--- config.mk ---
export PLATFORM = sky130hd
export DESIGN_NAME = mem_access_flat
export DESIGN_NICKNAME = d
export VERILOG_FILES = /design/src/rtl/mem_access_if.sv /design/src/rtl/mem_access.sv /design/src/flat_wrapper.sv
export SDC_FILE = /design/constraint.sdc
export NUM_CORES = 1
export LEC_CHECK = 0
export ABC_AREA = 1
export CORE_MARGIN = 5
export CORE_UTILIZATION = 30
export CTS_CLUSTER_DIAMETER = 200
export CTS_CLUSTER_SIZE = 8
export DETAILED_ROUTE_END_ITERATION = 8
export HOLD_SLACK_MARGIN = 0.12
export PLACE_DENSITY = 0.59
export SLEW_MARGIN = 20
export SYNTH_ARGS = -nofsm -noshare
export SYNTH_HDL_FRONTEND = slang
export SYNTH_SLANG_ARGS = --single-unit
--- constraint.sdc ---
create_clock -name clk -period 4.12 [get_ports clk]
set_input_delay 0.412 -clock clk [delete_from_list [all_inputs] [get_ports clk]]
set_output_delay 0.412 -clock clk [all_outputs]
set_load 0.02 [all_outputs]
--- src/rtl/mem_access_if.sv ---
// Data-memory bus between the memory-access stage and data memory.
// Single outstanding request: req/gnt handshake, then one rvalid per grant.
interface mem_access_if;
  logic        dmem_req;
  logic        dmem_we;
  logic [31:0] dmem_addr;
  logic [3:0]  dmem_be;
  logic [31:0] dmem_wdata;
  logic        dmem_gnt;
  logic        dmem_rvalid;
  logic [31:0] dmem_rdata;

  modport master (
    output dmem_req, dmem_we, dmem_addr, dmem_be, dmem_wdata,
    input  dmem_gnt, dmem_rvalid, dmem_rdata
  );

  modport slave (
    input  dmem_req, dmem_we, dmem_addr, dmem_be, dmem_wdata,
    output dmem_gnt, dmem_rvalid, dmem_rdata
  );
endinterface

--- src/rtl/mem_access.sv ---
// RV32I memory-access stage: byte/half/word loads and stores over a
// single-outstanding bus, registered result to writeback. Load data is
// returned lane-shifted to bit 0; extension happens in writeback.
module mem_access #(
  parameter int unsigned TIMEOUT_W = 8
) (
  input  logic                clk,
  input  logic                rst,
  input  logic                in_valid,
  output logic                in_ready,
  input  logic                in_is_mem,
  input  logic [3:0]          in_op_spec,
  input  logic [31:0]         in_addr,
  input  logic [31:0]         in_st_dat,
  input  logic [31:0]         in_reg_dat,
  input  logic                flush,
  mem_access_if.master        bus,
  output logic                out_valid,
  input  logic                out_ready,
  output logic [31:0]         out_mem_dat,
  output logic [31:0]         out_reg_dat,
  output logic [3:0]          out_op_spec,
  output logic                out_is_mem,
  output logic                out_fault
);

  typedef enum logic [2:0] {
    IDLE,
    REQ,
    WAIT,
    DRAIN,
    HOLD
  } state_t;

  state_t               state;
  logic [1:0]           addr_lo;
  logic [TIMEOUT_W-1:0] wdog;
  logic [TIMEOUT_W-1:0] wdog_inc;
  logic                 wdog_fire;
  logic                 out_stall;
  logic                 capture;
  logic                 misaligned;
  logic                 is_store_in;
  logic [3:0]           be_in;
  logic [31:0]          wdata_in;
  logic [31:0]          resp_dat;

  assign out_stall   = out_valid && !out_ready;
  assign in_ready    = (state == IDLE) && !out_stall;
  // A flush in the same cycle wins over a new capture.
  assign capture     = in_valid && in_ready && !flush;
  assign is_store_in = (in_op_spec >= 4'd5) && (in_op_spec <= 4'd7);
  assign wdata_in    = in_st_dat << {in_addr[1:0], 3'b000};
  assign resp_dat    = bus.dmem_we ? '0 : (bus.dmem_rdata >> {addr_lo, 3'b000});

  // The counter holds cycles already completed in the current state, so the
  // fire test looks at the incremented value: the 2^W-1'th waiting cycle ends
  // the wait.
  assign wdog_inc  = wdog + 1'b1;
  assign wdog_fire = (wdog_inc == '1);

  // Access-size decode: byte enables and alignment check for the incoming op.
  always_comb begin
    misaligned = 1'b0;
    be_in      = 4'b1111;
    case (in_op_spec)
      4'd0, 4'd3, 4'd5: be_in = 4'b0001 << in_addr[1:0];
      4'd1, 4'd4, 4'd6: begin
        be_in      = 4'b0011 << in_addr[1:0];
        misaligned = in_addr[0];
      end
      default:          misaligned = (in_addr[1:0] != 2'b00);
    endcase
  end

  // Stage FSM with registered bus request and registered writeback outputs.
  always_ff @(posedge clk) begin
    if (rst) begin
      state          <= IDLE;
      out_valid      <= 1'b0;
      out_fault      <= 1'b0;
      out_mem_dat    <= '0;
      out_reg_dat    <= '0;
      out_op_spec    <= '0;
      out_is_mem     <= 1'b0;
      bus.dmem_req   <= 1'b0;
      bus.dmem_we    <= 1'b0;
      bus.dmem_addr  <= '0;
      bus.dmem_be    <= '0;
      bus.dmem_wdata <= '0;
      addr_lo        <= '0;
      wdog           <= '0;
    end else begin
      case (state)
        IDLE: begin
          wdog <= '0;
          if (capture) begin
            out_reg_dat <= in_reg_dat;
            out_op_spec <= in_op_spec;
            out_is_mem  <= in_is_mem;
            out_mem_dat <= '0;
            out_fault   <= 1'b0;
            if (!in_is_mem) begin
              out_valid <= 1'b1;
            end else if (misaligned) begin
              out_valid <= 1'b1;
              out_fault <= 1'b1;
            end else begin
              // Output regs are free here (no stall), so they double as the
              // holding latches for the passthrough fields of the access.
              out_valid      <= 1'b0;
              state          <= REQ;
              bus.dmem_req   <= 1'b1;
              bus.dmem_we    <= is_store_in;
              bus.dmem_addr  <= {in_addr[31:2], 2'b00};
              bus.dmem_be    <= be_in;
              bus.dmem_wdata <= wdata_in;
              addr_lo        <= in_addr[1:0];
            end
          end else if (flush || (out_valid && out_ready)) begin
            out_valid <= 1'b0;
          end
        end

        REQ: begin
          if (flush) begin
            bus.dmem_req <= 1'b0;
            wdog         <= '0;
            // A response arriving together with the grant is already consumed.
            state        <= (bus.dmem_gnt && !bus.dmem_rvalid) ? DRAIN : IDLE;
          end else if (bus.dmem_gnt) begin
            bus.dmem_req <= 1'b0;
            wdog         <= '0;
            if (bus.dmem_rvalid) begin
              state       <= HOLD;
              out_valid   <= 1'b1;
              out_mem_dat <= resp_dat;
            end else begin
              state <= WAIT;
            end
          end else if (wdog_fire) begin
            bus.dmem_req <= 1'b0;
            wdog         <= '0;
            state        <= HOLD;
            out_valid    <= 1'b1;
            out_fault    <= 1'b1;
            out_mem_dat  <= '0;
          end else begin
            wdog <= wdog_inc;
          end
        end

        WAIT: begin
          if (flush) begin
            wdog  <= '0;
            state <= bus.dmem_rvalid ? IDLE : DRAIN;
          end else if (bus.dmem_rvalid) begin
            wdog        <= '0;
            state       <= HOLD;
            out_valid   <= 1'b1;
            out_mem_dat <= resp_dat;
          end else if (wdog_fire) begin
            wdog        <= '0;
            state       <= HOLD;
            out_valid   <= 1'b1;
            out_fault   <= 1'b1;
            out_mem_dat <= '0;
          end else begin
            wdog <= wdog_inc;
          end
        end

        DRAIN: begin
          if (bus.dmem_rvalid || wdog_fire) begin
            wdog  <= '0;
            state <= IDLE;
          end else begin
            wdog <= wdog_inc;
          end
        end

        HOLD: begin
          if (flush || out_ready) begin
            out_valid <= 1'b0;
            state     <= IDLE;
          end
        end

        default: state <= IDLE;
      endcase
    end
  end

endmodule
--- src/flat_wrapper.sv ---
// flat-port wrapper written by rule: the top's interface ports become plain ports
module mem_access_flat 
#(
  parameter int unsigned TIMEOUT_W = 8
)
  (clk, rst, in_valid, in_ready, in_is_mem, in_op_spec, in_addr, in_st_dat, in_reg_dat, flush, out_valid, out_ready, out_mem_dat, out_reg_dat, out_op_spec, out_is_mem, out_fault, bus_dmem_req, bus_dmem_we, bus_dmem_addr, bus_dmem_be, bus_dmem_wdata, bus_dmem_gnt, bus_dmem_rvalid, bus_dmem_rdata);
  mem_access_if bus_i ();
  input  logic clk;
  input  logic rst;
  input  logic in_valid;
  output logic in_ready;
  input  logic in_is_mem;
  input  logic [3:0] in_op_spec;
  input  logic [31:0] in_addr;
  input  logic [31:0] in_st_dat;
  input  logic [31:0] in_reg_dat;
  input  logic flush;
  output logic out_valid;
  input  logic out_ready;
  output logic [31:0] out_mem_dat;
  output logic [31:0] out_reg_dat;
  output logic [3:0] out_op_spec;
  output logic out_is_mem;
  output logic out_fault;
  output wire logic [$bits(bus_i.dmem_req)-1:0] bus_dmem_req;
  output wire logic [$bits(bus_i.dmem_we)-1:0] bus_dmem_we;
  output wire logic [$bits(bus_i.dmem_addr)-1:0] bus_dmem_addr;
  output wire logic [$bits(bus_i.dmem_be)-1:0] bus_dmem_be;
  output wire logic [$bits(bus_i.dmem_wdata)-1:0] bus_dmem_wdata;
  input wire logic [$bits(bus_i.dmem_gnt)-1:0] bus_dmem_gnt;
  input wire logic [$bits(bus_i.dmem_rvalid)-1:0] bus_dmem_rvalid;
  input wire logic [$bits(bus_i.dmem_rdata)-1:0] bus_dmem_rdata;
  assign bus_dmem_req = bus_i.dmem_req;
  assign bus_dmem_we = bus_i.dmem_we;
  assign bus_dmem_addr = bus_i.dmem_addr;
  assign bus_dmem_be = bus_i.dmem_be;
  assign bus_dmem_wdata = bus_i.dmem_wdata;
  assign bus_i.dmem_gnt = bus_dmem_gnt;
  assign bus_i.dmem_rvalid = bus_dmem_rvalid;
  assign bus_i.dmem_rdata = bus_dmem_rdata;
  mem_access #(.TIMEOUT_W(TIMEOUT_W)) u_core (.clk(clk), .rst(rst), .in_valid(in_valid), .in_ready(in_ready), .in_is_mem(in_is_mem), .in_op_spec(in_op_spec), .in_addr(in_addr), .in_st_dat(in_st_dat), .in_reg_dat(in_reg_dat), .flush(flush), .bus(bus_i), .out_valid(out_valid), .out_ready(out_ready), .out_mem_dat(out_mem_dat), .out_reg_dat(out_reg_dat), .out_op_spec(out_op_spec), .out_is_mem(out_is_mem), .out_fault(out_fault));
endmodule
# == After elaboration in Yosys (flattened, before gate mapping) ==
# Cells that the tools add are included.
# word_totals
register_bits,152
input_bits,140
out_inout_bits,142
word_cells,133
# op_classes
n_addsub,1
order_cmp,2
n_eq_ne,22
shift,4
n_mux,59
n_bitwise,1
reduce_logical,30
# ops
cell,n
two-way mux 32 bit,8
one-hot mux 32 bit (3 select lines),1
two-way mux 8 bit,6
two-way mux 3 bit,11
one-hot mux 8 bit (4 select lines),1
<< shifter 32 x 5 -> 32 bit,1
>> shifter 32 x 5 -> 32 bit,1
two-way mux 1 bit,24
one-hot mux 3 bit (5 select lines),1
AND reduction 5 bit,3
"equality test 4 x 3 -> 1 bit, second input constant",3
"inequality test 2 bit, second input constant",6
AND reduction 6 bit,2
"adder 8 x 1 -> 8 bit, second input constant",1
"equality test 8 bit, second input constant",1
one-hot mux 4 bit (2 select lines),1
nonzero test 4 bit,2
logical AND 1 bit,7
"equality test 3 x 2 -> 1 bit, second input constant",2
"inequality test 2 x 1 -> 1 bit, second input constant",3
OR reduction 3 bit,2
"equality test 4 x 1 -> 1 bit, second input constant",1
"equality test 4 x 2 -> 1 bit, second input constant",1
">= comparator 4 x 3 -> 1 bit, second input constant",1
21 further kinds,29

# == Depth between registers and ports, before layout ==
# Gate-level depths: netlist (run 1).
# depth
depth_word,8
depth_mapped,14
mapped_depth_nobuf,14

# == Least setup slack after synthesis (run 1) ==
# OpenSTA, ideal clock, no wires.
# synth_timing
kind,reg-to-reg
start,register u_core.wdog[0]
end,register u_core.wdog[0]
setup_time_ns,0.132
arrival_ns,1.652
required_ns,3.988
setup_slack_ns,2.336
path_stages_with_launch,11
n_path_buf,0
period_less_slack_ns,1.784
path_cell_list,dfxtp_1 > ha_1 > nand3_1 > o21bai_1 > nand2_1 > nor2_1 > nand2_2 > nand3_1 > nand3_1 > nand2_1 > a21oi_1
# synth_between
elab_chain_cells,6
word_cells_on_any_way,10
cone_classes,add/sub (1); eq/ne (1); mux (7); reduce/logical (1)
# synth_rtl
element,line_no,text
from (decl),mem_access.sv:37,logic [TIMEOUT_W-1:0] wdog;
from (signal assigned),mem_access.sv:149,wdog <= wdog_inc;
from (signal assigned),mem_access.sv:169,wdog <= wdog_inc;
from (signal assigned),mem_access.sv:178,wdog <= wdog_inc;
adder 8 x 1 -> 8 bit (*),mem_access.sv:59,assign wdog_inc = wdog + 1'b1;
equality test 8 bit,mem_access.sv:60,assign wdog_fire = (wdog_inc == '1);
two-way mux 8 bit,"mem_access.sv:141, mem_access.sv:162",
"two-way mux 8 bit, on equally long branches","mem_access.sv:157, mem_access.sv:131",
"two-way mux 8 bit, on equally long branches","mem_access.sv:154, mem_access.sv:126",
one-hot mux 8 bit (4 select lines) (*),mem_access.sv:94,case (state)
# Every way passes the cells marked *; elsewhere a longest branch is shown, timed or not.
# A chain may end at the register's enable or synchronous reset.

# == Worst setup path in the final report (run 1) ==
# layout_timing
start,register u_core.state[2]
end,register u_core.bus.dmem_be[3]
# layout_between
elab_chain_cells,5
# layout_rtl
element,line_no,text
from (decl),mem_access.sv:35,state_t state;
from (signal assigned),mem_access.sv:130,state <= (bus.dmem_gnt && !bus.dmem_rvalid) ? DRAIN : IDLE;
from (signal assigned),mem_access.sv:156,state <= bus.dmem_rvalid ? IDLE : DRAIN;
zero test 3 bit (*),"mem_access.sv:49, mem_access.sv:94",
logical AND 1 bit,mem_access.sv:49,assign in_ready = (state == IDLE) && !out_stall;
logical AND 1 bit (2 in series),mem_access.sv:51,assign capture = in_valid && in_ready && !flush;
AND reduction 4 bit (no source line) (*),--,
to (signal assigned),mem_access.sv:116,bus.dmem_be <= be_in;
to (decl),mem_access_if.sv:14,"output dmem_req, dmem_we, dmem_addr, dmem_be, dmem_wdata,"
# Marked as above.

==> out/metrics.cfg, run 1 <==
[status]
outcome = complete, no violations

[cells_and_area]
fillerInstances = 2384
fin_util = 0.4612
final-instance-count-excl-fill = 1549
multi_input_area_um2 = 3354
seq_area_um2 = 3043
nNetsFinal = 1393
mostFrequentLayoutCells = clkdlybuf4s50_1, nand2_1, nor2_1
final_area_um2 = 10470
layout_commonest_cell = clkdlybuf4s50_1
drive_gt1_frac = 0.05696
area_delta_synth_final_pct = 50.96
num_antenna_cells = 0

[setup_path]
slowest_stage = inv_2
required_ns = 4.46
endpoint_kind = flop
worstPathCellList = inv_2 > nand2_2 > a21oi_4 > nand2_4 > inv_4 > nand2_2 > nor2_4 > inv_2 > nand2_1 > a31oi_1
critical_path_class = reg -> reg
crit_buf_inv = 3
critPathLaunch = u_core.state[2]
crit_family = buffers and inverters
arrival_ns = 3.26
r2r-start = u_core.state[2]
crit_fanout = 50
startpoint_type = flop
max_stage_delay_ns = 0.70

[synth]
seq_area_frac_synth = 0.4386
synth-seq-cells = 152
synth.avg_cell_area_um2 = 6.897
syn-instance-count = 1006
ys_warn_count = 0
yosys-top-cells-area = dfxtp_1, nand2_1, o21ai_0
yosys.area.top_type = dfxtp_1
synth_cell_types = 39
synth.top_cell.area_share = 0.4386
synth_area_um2 = 6938

[drt]
avgRoutedWirePerCell_um = 16.65
via_count = 7428
wl_met3_um = 2580
wl_met1_um = 10660
viasPerCell = 4.795
drc_errors = 0
highest_layer = met4
wl_met2_um = 12130
ant_nets = 0
wl_um = 25790
drtIter0Drc = 421
first_pass_iters = 5

[job]
drv_cap = 0

[clocking]
htree_num_levels = 4
numCtsBuffers = 17
cts.path.max_buffers = 2
cts_resized = 0
postCtsSetupRepairBufs = 0
clkTransAtPathRegs_ns = 0.07
cts_tree = built
clock-sinks = 152
cts_root_buf = clkbuf_16
clkLatencyLatePin_ns = 0.43
cts_hold_buf = 0

[min_path]
min_from = u_core.out_mem_dat[14]
hp-class = reg -> reg

[power]
power_mw = 3.767
power_density_nw_per_um2 = 359.6
p_leak_nw = 4.156
ir_drop_v = 0.0002739

[global_routing]
track_usage = 0.1891
grt_first_pass_wirelength_um = 39310
grt_max_degree = 64
grt_overflow_total = 0
grt_pass1_vias = 7017
antenna_found_initial = 0

[floorplanning]
die_area_um2 = 26270
io_pins = 282
die_x_um = 162.1
core-area_um2 = 22710
row_count = 55
start_util = 0.3055
fp.dieH_um = 162.1

[sta]
finalHoldViolCount = 0
tightest_slew_ns = 1.015
slew_headroom = 0.3233
finalSetupTns_ns = 0
rsz0062_at_grt = false
max_clock_freq_mhz = 342.4
slew_viol_final = 0
fin_crit_ns = 2.920
skew_ns = 0.01444
setup_violations = 0
period_share = 0.7088

[place]
dpl.cell_count = 1517
place_hpwl_um = 18880
dpl-instance-area_um2 = 9878
gp_congestion = 0.8732
io_buffers = 279

metrics by stage:
| stage | hold WS [ns] | setup slack [ns] |
|---|---|---|
| 2_1_floorplan | 0.4495 | 2.336 |
| 3_3_place_gp | 0.4523 | 1.028 |
| 3_5_place_dp | 0.4549 | 0.9638 |
| 4_1_cts | 0.4654 | 1.155 |
| 5_1_grt | 0.4805 | 0.8288 |
| 6_report | 0.4634 | 1.200 |
per-layer routing:
layer,GRT usage,vias up
met2,0.3139,259
met5,0,-
met3,0.07435,21
met1,0.2237,3372
met4,0.06459,0
li1,-,3776
sequential cells by signal, summed over array words and instances, names as in the netlist, 3 cells and up:
register               count
u_core.out_mem_dat        32
u_core.wdog                8
u_core.out_op_spec         4
u_core.out_reg_dat        32
u_core.state               3
u_core.bus.dmem_be         4
u_core.bus.dmem_addr      30
u_core.bus.dmem_wdata     32
path summary, 6_finish.rpt:
kind	cells past startpoint	endpoint	slack [ns]
setup / recovery	10	u_core.bus.dmem_be[3]	1.20
hold / removal	2	u_core.out_mem_dat[14]	0.46
setup reg to reg	10	u_core.bus.dmem_be[3]	1.20
hold reg to reg	2	u_core.out_mem_dat[14]	0.46
kinds of logic after synthesis:
group / after synthesis / synth area share
buffers and inverters: 131 / 0.07845
AOI/OAI and AO/OA: 260 / 0.2032
other: 1 / 0.0005405
muxes: 1 / 0.001443
DFF: 152 / 0.4386
adders and majority gates: 2 / 0.003606
and+or+nand+nor: 459 / 0.2741
worst min-delay path, stage by stage, from the launching register on:
cell and delay (ns):
dfxtp_1 0.31, nand2_1 0.06, a21oi_1 0.05
Yosys cell counts (all sizes together):
master   instances
o211a            8
o21bai           2
o31ai            1
or2              1
nand4            5
o22ai            1
o211ai           2
a211oi           1
conb             1
clkbuf          52
o21ai          142
nand2          217
o2111ai          5
nor4b            1
nor3             4
inv             65
a22oi            6
a31oi            3
buf             14
a21oi           89
dfxtp          152
ha               2
nor2           186
nand3           45
mux2i            1
area by class of cell:
cell class / count / area share
inverter: 65 / 0.02353
tap: 285 / 0.03405
timing repair buffer: 291 / 0.2748
multi-input combinational: 724 / 0.3203
clock buffer: 18 / 0.04193
clock inverter: 14 / 0.01493
sequential: 152 / 0.2905
where the power goes:
| part | switching [mW] | internal [mW] |
|---|---|---|
| clock | 0.706 | 0.877 |
| combinational | 0.330 | 0.291 |
| sequential | 0.0356 | 1.53 |
| total | 1.07 | 2.70 |
No activity file was read; power rests on OpenSTA's default activity.
==> run 2: changes to the inputs <==
clock period = 3 ns   (was 4.12 ns; I/O delays follow)
==> out/metrics.cfg, run 2 (synthesis gave the netlist of run 1 again) <==
[status]
outcome = complete, no violations

[setup_path]
worstPathCellList = inv_2 > nand2_2 > a21oi_4 > nand2_4 > inv_4 > buf_4 > nand3_1 > inv_1 > nand2_1 > a21oi_1
worst_r2r_path_depth = 10
crit_family = buffers and inverters
cp.depth = 10
endpoint_kind = flop
startpoint_type = flop
critical_path_class = reg -> reg
max_stage_delay_ns = 0.46
crit_fanout = 41
crit_end = u_core.bus.dmem_wdata[18]
r2r_setup_slack_ns = 0.64
arrival_ns = 2.70
r2r-end = u_core.bus.dmem_wdata[18]
crit_buf_inv = 4
critPathLaunch = u_core.state[2]
r2r-start = u_core.state[2]
slowest_stage = dfxtp_1
required_ns = 3.34

[place]
gp_congestion = 0.8489
place_hpwl_um = 19100
io_buffers = 279
place_ws_ns = 0.3865

[power]
ir_drop_v = 0.0003539
internal-power_mw = 3.595
power_switching_share = 0.2894
combPwrFrac = 0.169
pwr-share-clk = 0.407
seqPwrFrac = 0.424
power_density_nw_per_um2 = 482.9
p_leak_nw = 4.166
switching_power_mw = 1.464

[drt]
drtIter0Drc = 586
avgRoutedWirePerCell_um = 16.52
via_count = 7379
viasPerCell = 4.751
wl_um = 25660
first_pass_iters = 5
ant_nets = 0
drc_errors = 0

[floorplanning]
core-area_um2 = 22710
fp.dieH_um = 162.1
row_count = 55
die_area_um2 = 26270
die_x_um = 162.1
start_util = 0.3055
io_pins = 282

[global_routing]
grt_first_pass_wirelength_um = 40010
antenna_found_initial = 0
track_usage = 0.1914
grt_overflow_total = 0
grt_pass1_vias = 7197
grt_max_degree = 78

[sta]
tightest_slew_ns = 0.6770
rsz0062_at_grt = false
setup_violations = 0
max_clock_freq_mhz = 423.7
slew_headroom = 0.5486
slew_viol_final = 0
period_share = 0.7867
setup_slack_ns = 0.6398
fin_crit_ns = 2.360
finalHoldViolCount = 0
finalSetupTns_ns = 0
skew_ns = 0.009367

[clocking]
cts_hold_buf = 0
htree_num_levels = 4
postCtsSetupRepairBufs = 0
clkLatencyLatePin_ns = 0.42
cts_tree = built
clock-sinks = 152
cts.path.max_buffers = 2
cts_resized = 0
cts_root_buf = clkbuf_16
numCtsBuffers = 17
clkTransAtPathRegs_ns = 0.07

[cells_and_area]
multi_input_area_um2 = 3354
mostFrequentLayoutCells = clkdlybuf4s50_1, nand2_1, nor2_1
seq_area_um2 = 3043
drive_gt1_frac = 0.05994
reg.largest.list = u_core.bus.dmem_wdata (32), u_core.out_mem_dat (32), u_core.out_reg_dat (32)
nNetsFinal = 1397
layout_commonest_cell = clkdlybuf4s50_1
num_antenna_cells = 0
area_delta_synth_final_pct = 50.98
fillerInstances = 2342

[min_path]
hp-class = in -> reg

[job]
drv_cap = 0

[run 2: cell types whose count changed in the layout (fill, tap and decap cells not counted), sizes merged]
cell	delta
clkinv	-1
bufinv	-1
buf	+4
inv	+3
clkbuf	-1
[run 2: area by class of cell]
class,instances,share of cell area
inverter,65,0.02353
timing repair buffer,295,0.2788
tap,285,0.03404
sequential,152,0.2905
multi-input combinational,724,0.3202
clock inverter,15,0.01230
clock buffer,17,0.04061
[run 2: worst min path at each step]
stage	startpoint	endpoint	slack [ns]	cells past startpoint
finish	rst	u_core.bus.dmem_addr[3]	0.33	4
global route	rst	u_core.bus.dmem_addr[26]	0.37	4
CTS	rst	u_core.bus.dmem_addr[3]	0.32	4
detailed placement	u_core.out_mem_dat[16]	u_core.out_mem_dat[16]	0.45	2
global placement	u_core.out_mem_dat[3]	u_core.out_mem_dat[3]	0.45	2
floorplan	in_op_spec[0]	u_core.out_op_spec[0]	0.43	2
[run 2: per-layer routing]
layer / global-route usage / routed length [µm] / share of wire / vias to the layer above
li1: - / - / - / 3781
met3: 0.08526 / 2469 / 0.096 / 13
met1: 0.2336 / 10900 / 0.42 / 3346
met4: 0.03960 / 265 / 0.010 / 0
met5: 0 / 0 / 0 / -
met2: 0.3143 / 12020 / 0.47 / 239
[run 2: power groups by stage]
stage / registers, mW / clock network (mW) / logic [mW]
after floorplan: 2.28 / 0 / 0.310
after global placement: 2.19 / 0 / 0.859
after detailed placement: 2.19 / 0 / 0.859
after CTS: 2.15 / 2.12 / 0.863
after global routing: 2.16 / 2.21 / 0.931
final: 2.15 / 2.06 / 0.853
[run 2: metrics by stage]
| step | std cells | power [mW] | hold slack, ns | area, µm² | util |
|---|---|---|---|---|---|
| final | 1553 | 5.059 | 0.3346 | 10480 | 0.4613 |
| after global routing | 1553 | 5.295 | 0.3742 | 10480 | 0.4613 |
| after CTS | 1553 | 5.127 | 0.3223 | 10480 | 0.4613 |
| after detailed placement | 1521 | 3.049 | 0.4547 | 9921 | 0.4369 |
| after global placement | 1521 | 3.048 | 0.4511 | 9921 | 0.4369 |
| after floorplan | 1007 | 2.589 | 0.4276 | 6942 | - |
[run 2: tightest hold or removal path, cell delays in order]
cell     delay, ns
buf_2         0.11
inv_2         0.14
o21ai_0       0.11
nor2_1        0.04
==> patch, RTL diff (config.mk and constraints of run 2) <==
Put one more register stage on the output `out_fault`, without a reset. The value now appears one clock later. The other outputs are not delayed to match.
--- a/src/rtl/mem_access.sv
+++ b/src/rtl/mem_access.sv
@@ -33,4 +33,6 @@
   } state_t;
 
+  logic out_fault_s0;
+
   state_t               state;
   logic [1:0]           addr_lo;
@@ -79,5 +81,5 @@
       state          <= IDLE;
       out_valid      <= 1'b0;
-      out_fault      <= 1'b0;
+      out_fault_s0   <= 1'b0;
       out_mem_dat    <= '0;
       out_reg_dat    <= '0;
@@ -100,10 +102,10 @@
             out_is_mem  <= in_is_mem;
             out_mem_dat <= '0;
-            out_fault   <= 1'b0;
+            out_fault_s0 <= 1'b0;
             if (!in_is_mem) begin
               out_valid <= 1'b1;
             end else if (misaligned) begin
               out_valid <= 1'b1;
-              out_fault <= 1'b1;
+              out_fault_s0 <= 1'b1;
             end else begin
               // Output regs are free here (no stall), so they double as the
@@ -144,5 +146,5 @@
             state        <= HOLD;
             out_valid    <= 1'b1;
-            out_fault    <= 1'b1;
+            out_fault_s0 <= 1'b1;
             out_mem_dat  <= '0;
           end else begin
@@ -164,5 +166,5 @@
             state       <= HOLD;
             out_valid   <= 1'b1;
-            out_fault   <= 1'b1;
+            out_fault_s0 <= 1'b1;
             out_mem_dat <= '0;
           end else begin
@@ -192,3 +194,7 @@
   end
 
+  always_ff @(posedge clk) begin
+    out_fault <= out_fault_s0;
+  end
+
 endmodule
Function: changed (Yosys sat finds a counterexample within 4 cycles, from zero or initial values and one cycle with rst high).
==> patch against run 2 <==
Cell area shrank 0.36%. Hold slack gained 0.00052 ns. Wire length shrank 2.9%. Critical endpoint is now u_core.bus.dmem_be[2]$_SDFFE_PP0P_. Power grew 2.3%. Sequential cell count grew 1. Combinational power grew 1%. Worst setup slack gained 0.082 ns. Synthesized area shrank 0.90%.
==> patch: results (changes against run 2) <==
Status
  – Status: completed

Yosys
  – Compound-Gate Fraction of Synth Area: 0.197 (-0.00670)
  – Dominant cells by area after synthesis: dfxtp_1 (45%), nand2_1 (11%), nor2_1 (11%)
  – Distinct cells, synth: 41 (+5.1%)
  – Top cells by count, synth: nand2_1 (203), nor2_1 (194), dfxtp_1 (153)
  – XOR/XNOR Fraction of Synth Area: 0 (unchanged)
  – Sequential fraction of the synthesis area: 0.445 (+0.00690)
  – Post-Synth Adder-Cell Area: 0.00364 (+0.0000328)
  – Mux contribution to synthesized area: 0.00582 (+0.00438)
  – Top_reg_cell synth: dfxtp_1
  – Syn. warnings: 0 (unchanged)
  – Share of async-settable or async-resettable flops after synthesis: 0 (unchanged)

Setup path
  – Crit-path slowest cell: inv_2
  – Arr. time, crit path: 2.62 ns (-0.08 ns)
  – Top Family by Delay on Critical Path: buffers and inverters
  – Crit-path max FO: 50 (+22%)
  – Slowest stage delay, CP: 0.69 ns (+0.23 ns)

Place
  – IO buf count: 279 (unchanged)
  – Final RePlAce weighted congestion: 0.857 (+0.93%)
  – Dpl hpwl: 18.0 mm (-5.9%)
  – Placed cell area: 9860 µm² (-0.62%)

Pwr
  – Sequential Power Share: 0.418 (-0.006)
  – Peak supply drop: 326 µV (-8.0%)
  – Switch share: 0.282 (-0.00756)
  – P_leak: 4.07 nW (-2.3%)

Final layout
  – Layout net count: 1374 (-1.6%)
  – Largest regs: u_core.bus.dmem_wdata (32), u_core.out_mem_dat (32), u_core.out_reg_dat (32)
  – Layout cells sized above 1: 0.0546 (-0.00532)
  – Antenna Diode Count: 0 (unchanged)

Drt
  – Avg WL per Cell: 16.3 µm (-1.4%)
  – DR vias/cell: 4.81 (+1.2%)
  – Iteration-0 DRC Markers: 388 (-34%)

Timing
  – Worst-Margin Slew: 0.969 ns (+0.292 ns)
  – Setup violators final: 0 (unchanged)
  – Clk_skew: 0.0109 ns (+0.00157 ns)

Global routing
  – Total GRT Usage: 0.185 (-0.00659)
  – Vias in the first global route: 7120 (-1.1%)
  – First-pass GRT wire length: 38.9 mm (-2.9%)
  – Initial antenna violation count: 1 (+1)
  – Pin count of the biggest net entering global routing: 85 (+9.0%)

CTS
  – Num CTS Buffers: 17 (unchanged)
  – Post-CTS sizing: 0 (unchanged)
  – Root Buffer: clkbuf_16
  – Clock latency on the worst-skew pair: 0.42 ns (about the same)
  – Post-CTS setup buffer count: 0 (unchanged)

Worst hold path
  – Hold Crit Class: in2reg
==> patch: cell types whose count changed in the layout (fill, tap and decap cells not counted), sizes merged, moves of 3 or more <==
| cell | delta |
|---|---|
| o21ai | -27 |
| nand3 | -16 |
| inv | -13 |
| nor2 | +12 |
| nand2 | -10 |
| a22oi | +7 |
| o31ai | +6 |
| a221oi | +4 |
| clkinvlp | +4 |
| nand4 | +4 |
| nor3 | +4 |
| o2111ai | -4 |
| mux2i | +3 |
==> patch: worst reg2reg max path: cells and delay by family (launching register included) <==
kind                   cells  cell delay (ns)
AOI/OAI and AO/OA          1             0.16
and+or+nand+nor            7             1.58
DFF                        1             0.36
buffers and inverters      1             0.12
==> patch: path summary, 6_finish.rpt <==
check / start / to / slack [ns] / cells past startpoint
setup / recovery: in_op_spec[2] / u_core.bus.dmem_be[2]$_SDFFE_PP0P_ / 0.72 / 9
hold / removal: rst / u_core.state[2]$_SDFFE_PP0P_ / 0.34 / 4
setup reg to reg: u_core.state[0]$_SDFFE_PP0P_ / u_core.out_mem_dat[19]$_SDFFE_PP0P_ / 0.73 / 9
hold reg to reg: u_core.out_fault_s0$_SDFFE_PP0P_ / u_core.out_fault$_DFF_P_ / 0.36 / 0
==> patch: logic make-up (layout without fill, tap and decap cells) <==
logic type / after synthesis / in the layout
simple gates: 455 / 455
fa+ha+maj: 2 / 2
other cells: 1 / 2
compound gates: 244 / 244
buf+inv: 123 / 385
flops: 153 / 153
mux: 4 / 4
==> patch: area by class of cell <==
class                   instances  area [µm²]
clock buffers                  19         443
clock inverters                13         135
fillers                      2299       12100
inverters                      59         224
multi-input cells             707        3300
flip-flops and latches        153        3060
well taps                     285         357
repair buffers                294        2910
==> patch: metal layers <==
layer | GRT usage | part of all wire
met1 | 0.228 | 0.43
met2 | 0.304 | 0.46
met3 | 0.0681 | 0.086
met4 | 0.0516 | 0.017
met5 | 0 | 0.00052
==> patch: per-stage QoR <==
stage,worst slack [ns],cells,utilization
6_report,0.722,1530,0.462
2_1_floorplan,1.22,983,-
4_1_cts,0.664,1530,0.462
5_1_grt,0.460,1530,0.462
3_5_place_dp,0.216,1498,0.437
3_3_place_gp,0.249,1498,0.437
==> patch: power groups by stage <==
stage	Combinational (W)	Sequential, W	Clock [W]
2_1_floorplan	0.000313	0.00230	0
3_3_place_gp	0.000871	0.00221	0
3_5_place_dp	0.000869	0.00221	0
4_1_cts	0.000874	0.00216	0.00221
5_1_grt	0.000939	0.00217	0.00231
6_report	0.000865	0.00216	0.00215
